--- config.mk ---
export PLATFORM = sky130hd
export DESIGN_NAME = icache_refill
export DESIGN_NICKNAME = d
export VERILOG_FILES = /design/src/rtl/icache_refill.sv
export SDC_FILE = /design/constraint.sdc
export NUM_CORES = 1
export LEC_CHECK = 0
export CAP_MARGIN = 20
export CORE_MARGIN = 4
export CORE_UTILIZATION = 51
export CTS_CLUSTER_DIAMETER = 80
export DETAILED_ROUTE_END_ITERATION = 10
export GPL_TIMING_DRIVEN = 1
export PLACE_DENSITY_LB_ADDON = 0.15
export SYNTH_ARGS = -nofsm -noshare
export SYNTH_HDL_FRONTEND = slang
export SYNTH_SLANG_ARGS = --single-unit
--- constraint.sdc ---
create_clock -name clkIn -period 8.35 [get_ports clkIn]
set_input_delay 2.0875 -clock clkIn [delete_from_list [all_inputs] [get_ports clkIn]]
set_output_delay 2.0875 -clock clkIn [all_outputs]
set_load 0.05 [all_outputs]
--- src/rtl/icache_refill.sv ---
// icache_refill: refills one instruction-cache line over a shared byte-wide RAM port,
// issuing one byte address per granted cycle and assembling returned bytes into a line.
module icache_refill #(
    parameter int BLOCK_WIDTH = 4,
    parameter int BLOCK_SIZE  = 2 ** BLOCK_WIDTH
) (
    input  logic                    clkIn,
    input  logic                    resetIn,
    input  logic                    readyIn,
    input  logic                    flushIn,
    input  logic                    missIn,
    input  logic [31:0]             missAddrIn,
    output logic                    memReqOut,
    input  logic                    memGrantIn,
    output logic [31:0]             memAddrOut,
    input  logic [7:0]              memByteIn,
    output logic                    memDataValid,
    output logic [31:BLOCK_WIDTH]   memAddr,
    output logic [BLOCK_SIZE*8-1:0] memDataOut,
    output logic                    busy
);
    typedef enum logic [1:0] {IDLE, FETCH, DONE} state_t;

    state_t               state, next_state;
    logic [BLOCK_WIDTH:0] issue_cnt, recv_cnt;
    logic                 pending, issue, capture, last, start;
    logic                 unused_offset;

    assign unused_offset = ^missAddrIn[BLOCK_WIDTH-1:0];
    assign start         = state == IDLE && missIn && !flushIn;
    assign memReqOut     = state == FETCH && !issue_cnt[BLOCK_WIDTH] && !flushIn;
    assign issue         = memReqOut && memGrantIn && readyIn;
    assign memAddrOut    = issue ? {memAddr, {BLOCK_WIDTH{1'b0}}} + 32'(issue_cnt) : 32'h0;
    // pending marks a byte issued last cycle whose data is on memByteIn now
    assign capture       = state == FETCH && pending && !flushIn;
    assign last          = capture && recv_cnt == (BLOCK_WIDTH+1)'(BLOCK_SIZE - 1);
    assign memDataValid  = state == DONE && !flushIn;
    assign busy          = state != IDLE;

    always_comb begin
        next_state = flushIn ? IDLE :
                     start ? FETCH :
                     last ? DONE :
                     state == DONE ? IDLE : state;
    end

    always_ff @(posedge clkIn or negedge resetIn) begin
        if (!resetIn)
            state <= IDLE;
        else
            state <= next_state;
    end

    always_ff @(posedge clkIn or negedge resetIn) begin
        if (!resetIn) begin
            issue_cnt  <= '0;
            recv_cnt   <= '0;
            pending    <= 1'b0;
            memAddr    <= '0;
            memDataOut <= '0;
        end else if (flushIn || start) begin
            issue_cnt <= '0;
            recv_cnt  <= '0;
            pending   <= 1'b0;
            if (start)
                memAddr <= missAddrIn[31:BLOCK_WIDTH];
        end else begin
            pending <= issue;
            if (issue)
                issue_cnt <= issue_cnt + 1'b1;
            if (capture) begin
                memDataOut[8*recv_cnt[BLOCK_WIDTH-1:0] +: 8] <= memByteIn;
                recv_cnt <= recv_cnt + 1'b1;
            end
        end
    end
endmodule

==> run summary <==
Vias per Instance = 5.54
Root Driver = clkbuf_16
Startpoint Class = input pin
Static Leakage = 4.71 nW
Post-placement cell count = 1045
Number of cell rows = 44
Sequential-to-total area share from yosys stat = 55.0%
Die ar. = 17100 um2
Number of instances in the synthesized netlist = 656
Number of enable flip-flop cells after synthesis = 0
Via count = 5983
Series of cell instances along the critical path = clkdlybuf4s50_1, or4b_2, or2_2, clkinv_1, and2_1, clkdlybuf4s50_1
Total power consumption of the routed design = 2.00 mW
Overall fraction of global-route tracks in use = 25.1%
Vias in the first global route = 6136
Wire length of the first global-routing pass = 33.0 mm
Data arrival time at the worst-slack endpoint = 5.11 ns
Power density over cell area = 187 nW/um2
Port Buffers = 232
Critical path start-end classification = in2out
Final period utilization = 86.2%
Layout cell share with drive strength beyond 1 = 19.6%
Syn Std Cell Area = 7690 um2
Relative max-transition margin = 31.5%
Remaining Overflow, GRT = 0
Leading area contributor after synthesis = dfrtp_1
TritonCTS clock tree = built
Critical Path Sink Type = primary output
Distinct cell type count after synthesis = 47
Maximum clock skew at final layout = 0.00535 ns
Routed length per placed instance = 19.5 um
Number of clock buffers inserted by TritonCTS = 17
Maximum ir drop on the vdd rail = 0.138 mV
Setup TNS Final = 0 ns
Number of sinks driven by the clock tree = 169
Number of ports placed on the die boundary = 237
Area Overhead vs Synth = 39.3%
Number of setup violations in the final report = 0
Worst Tran Pin Value = 1.02 ns
Largest stage delay on the critical path = 0.80 ns
Hold Crit Class = reg2reg
Final Instance Count excl. Fillers = 1079
Final GP Congestion = 0.907
Pin count of the biggest net entering global routing = 96
Core area = 14600 um2
Synthesized net count = 711
Crit-path slowest cell = clkdlybuf4s50_1
Final hold viol count = 0
Cell types with the highest counts after synthesis = dfrtp_1, mux2_2, nand2_1
Number of slew-limit violations in the final report = 0
Final HPWL DP = 15.4 mm
Main area contributors after synthesis = dfrtp_1, mux2_2, nand2_1
Shortest period the worst path allows = 7.20 ns
Clock slew at the register clock pins of the worst setup and hold paths = 0.06 ns
Most used standard cell by instance count after synthesis = dfrtp_1
Count of instances resized after the clock tree is built = 0
Diode count = 0
RSZ-0062 raised after global routing = false
Run status = finished, final reports clean
Yosys top cell area share = 55.0%
First-pass iteration count of the detailed router = 6
Mean instance size in the synthesized netlist = 11.7 um2
FFs w/ async S/R, synth = 100%
Fmax achieved = 0.139 GHz
Post-detailed-routing wire length = 21.1 mm
Post-synthesis register bit count = 169
CP Data Required Time = 6.26 ns
Maximum buffer depth of the clock tree = 2
Die width = 131 um
Ys Warns = 0
Chip Height = 131 um
Count of buffers added by post-CTS timing repair for setup = 0
H-tree level count = 4
DRC violation count after routing = 0
Starting utilization of the core area = 52.5%
Count of antenna-violating nets left after detailed routing = 0
Max FO, Critical Path = 29
Number of antenna violations at the first check in global routing = 0
Number of buffers inserted by hold repair at cts = 0
Number of nets in the final layout = 937
Fill cell total of the finished layout = 1002
Clk Latency, worst-skew pair = 0.42 ns
Dominant register cell in the synthesized netlist = dfrtp_1
Most frequent cell on the critical path = clkdlybuf4s50_1
Iteration-0 DRC count of the detailed router = 261
# Max-Cap Violations = 0
[final timing paths]
kind / end / slack [ns] / startpoint / depth (start not counted)
hold / removal: memDataOut[12]$_DFFE_PN0P_ / 0.49 / memDataOut[12]$_DFFE_PN0P_ / 2
min in group asynchronous: memAddr[19]$_DFFE_PN0P_ / 1.70 / resetIn / 1
setup reg to reg: memDataOut[51]$_DFFE_PN0P_ / 5.34 / recv_cnt[0]$_DFFE_PN0P_ / 6
max in group asynchronous: memDataOut[12]$_DFFE_PN0P_ / 5.10 / resetIn / 2
setup / recovery: memAddrOut[3] / 1.15 / flushIn / 6
hold reg to reg: memDataOut[12]$_DFFE_PN0P_ / 0.49 / memDataOut[12]$_DFFE_PN0P_ / 2
[flip-flops by register name, indices dropped and copies added, names as in the netlist]
| name | flops |
|---|---|
| issue_cnt | 5 |
| recv_cnt | 5 |
| memDataOut | 128 |
| state | 2 |
| memAddr | 28 |
| pending | 1 |
[kinds of logic after synthesis]
logic type      count (synthesis)  synth area share [%]
mux                           126                  18.4
simple gates                  209                  15.0
buf+inv                        50                  2.67
xor+xnor                       13                  1.48
fa+ha+maj                       9                  1.46
flops                         169                  55.0
compound gates                 80                  6.02
[critical path: cells and delay by family]
kind	cells	cell delay (ns)
buf+inv	3	1.58
simple gates	3	1.44
[routing by layer]
layer  up-vias  wire (um)  GRT usage (%)  part of all wire, %
met5         -          0              0                    0
met4         0        310           7.92                  1.5
li1       2768          -              -                    -
met2       194      10500           41.7                   50
met3        24       1460           7.64                  6.9
met1      2997       8770           31.6                   42
[per-stage QoR]
stage | hold WS (ns) | setup slack [ns] | instance area, um2 | utilization [%]
after floorplan | 0.485 | 2.08 | 7690 | -
after global placement | 0.464 | 1.20 | 10100 | 69.2
after detailed placement | 0.474 | 1.16 | 10100 | 69.2
after CTS | 0.487 | 1.15 | 10700 | 73.0
after global routing | 0.520 | 1.04 | 10700 | 73.1
final | 0.488 | 1.15 | 10700 | 73.1
[final cells by class]
| cell class | instances | area (um2) | share of cell area, % |
|---|---|---|---|
| clock buffer | 22 | 464 | 4.33 |
| clock inverter | 10 | 91.3 | 0.853 |
| inverter | 21 | 78.8 | 0.736 |
| multi-input combinational | 437 | 3260 | 30.5 |
| sequential | 169 | 4230 | 39.5 |
| tap | 184 | 230 | 2.15 |
| timing repair buffer | 236 | 2350 | 22.0 |
[power by group]
part	switching (mW)	internal [mW]	total [mW]
Clock	0.314	0.427	0.740
Sequential	0.0540	0.855	0.909
Combinational	0.223	0.129	0.351
Total	0.590	1.41	2.00
[cells in the final DEF (no fill, tap or decap), types with 7 or more instances in the layout]
cell | synthesis | layout
clkdlybuf4s50_1 | 0 | 231
and2_1 | 30 | 30
dfrtp_1 | 169 | 169
ha_1 | 9 | 9
nand3_2 | 7 | 7
o31ai_1 | 10 | 10
nand3_1 | 9 | 9
a21oi_1 | 22 | 22
o21ai_0 | 42 | 42
nand2_1 | 70 | 70
nand4_1 | 8 | 8
inv_1 | 20 | 20
nor2_1 | 22 | 21
mux2_2 | 120 | 120
and3_1 | 13 | 13
or3_1 | 9 | 9
clkbuf_16 | 0 | 17
xnor2_1 | 11 | 11
or4_1 | 11 | 11
Power figures use the tool's default switching activity.
==> variant: new RTL, same settings <==
Change the parameter `BLOCK_WIDTH` from 4 to 5.
--- a/src/rtl/icache_refill.sv
+++ b/src/rtl/icache_refill.sv
@@ -2,5 +2,5 @@
 // issuing one byte address per granted cycle and assembling returned bytes into a line.
 module icache_refill #(
-    parameter int BLOCK_WIDTH = 4,
+    parameter int BLOCK_WIDTH = 5,
     parameter int BLOCK_SIZE  = 2 ** BLOCK_WIDTH
 ) (
Ports: changed (resized memAddr and memDataOut); port bits go from 237 to 364. The function was not compared with the original's and may differ.
==> variant against the original RTL <==
  * Non-clock buffer count grew 131
  * Setup slack lost 0.024 ns
  * Sequential share of layout area grew 1.1 points
  * Wire length grew 93%
  * Power grew 59%
  * Sequential cell count grew 129
  * Critical path depth is the same
  * Area after synthesis grew 76%
  * Global-route usage grew 2.2 points
  * Maximum frequency shrank 0.33%
  * Register-to-register slack lost 0.82 ns
  * Cell area grew 72%
  * Largest cell class unchanged
  * Highest routed layer unchanged
==> variant: results (changes against the original RTL) <==
register area share after synthesis 0.551 (was 0.550); Area after DPL 0.0174 mm2 (was 0.0101 mm2); final net count 1472 (was 937); CP Capture Point memAddrOut[6] (was memAddrOut[3]); layout cells sized above 1 0.247 (was 0.196); Inst Count DP 1721 (was 1045); Starting DRT DRC Count 569 (was 261); status finished, final reports clean (unchanged); aggregate global-route resource usage 0.273 (was 0.251); hpwl dp 29.0 mm (was 15.4 mm); Yosys cell types 55 (was 47); number of global-route vias before repair 10500 (was 6136); post-synthesis adder-cell area fraction 0.00555 (was 0.0146); worst r2r dst memDataOut[244]$_DFFE_PN0P_ (was memDataOut[51]$_DFFE_PN0P_); Hold Crit Endpoint memDataOut[153]$_DFFE_PN0P_ (was memDataOut[12]$_DFFE_PN0P_); first-pass GRT wire length 61.9 mm (was 33.0 mm); Slew @ Worst Pin 1.16 ns (was 1.02 ns); most frequent cells after synthesis dfrtp_1 (298), mux2_2 (264), nor2_1 (93), nor3_1 (60), nand2_1 (51) (was dfrtp_1 (169), mux2_2 (120), nand2_1 (70), o21ai_0 (42), and2_1 (30)); dpl ws 1.14 ns (was 1.16 ns); Mapped Cells 1080 (was 656); GP Congestion 0.833 (was 0.907); R2R Setup Slk 4.52 ns (was 5.34 ns); clock buffer depth 3 (was 2); Peak supply drop 190 uV (was 138 uV); WL/cell 23.0 um (was 19.5 um); largest net degree at the start of global routing 121 (was 96); xor/xnor share of the synthesized area 0.0116 (was 0.0148); crit path DAT 5.14 ns (was 5.11 ns); Hold WS 0.502 ns (was 0.488 ns); Synth Area in Compound Gates 0.0237 (was 0.0602); final period utilization 0.865 (was 0.862); clk_skew 0.0180 ns (was 0.00535 ns); routed vias/inst 5.66 (was 5.54); CP max FO 32 (was 29); first drt pass iteration count 5 (was 6); R2R depth 8 (was 6); # port buffers 358 (was 232); Hold Path Depth 1 (was 2); leak pwr 8.38 nW (was 4.71 nW); clock tree root driver cell clkbuf_16 (unchanged)
variant: area by class of cell:
class	count	area, um2
Fill cell	1862	7670
Sequential cell	298	7460
Multi-Input combinational cell	697	5760
Timing Repair Buffer	367	3700
Clock buffer	45	878
Tap cell	335	419
Inverter	26	97.6
Clock inverter	6	80.1
variant: where the power goes:
group	leakage, nW	switching [W]	total, W	internal, W
clock	0.473	0.000548	0.00133	0.000779
combinational	3.87	0.000220	0.000334	0.000114
sequential	4.04	0.0000452	0.00152	0.00147
variant: metal layers:
layer / global-route usage / up-vias / part of all wire
met3: 0.0825 / 60 / 0.088
met2: 0.464 / 381 / 0.49
met5: 0 / - / 0
met1: 0.348 / 5083 / 0.40
li1: - / 4513 / -
met4: 0.0623 / 0 / 0.024
variant: worst max-delay path, stage by stage:
cell	delay, ns
clkdlybuf4s50_1	0.57
or4b_2	0.73
or2_2	0.56
clkinv_1	0.24
and2_1	0.15
clkdlybuf4s50_1	0.80
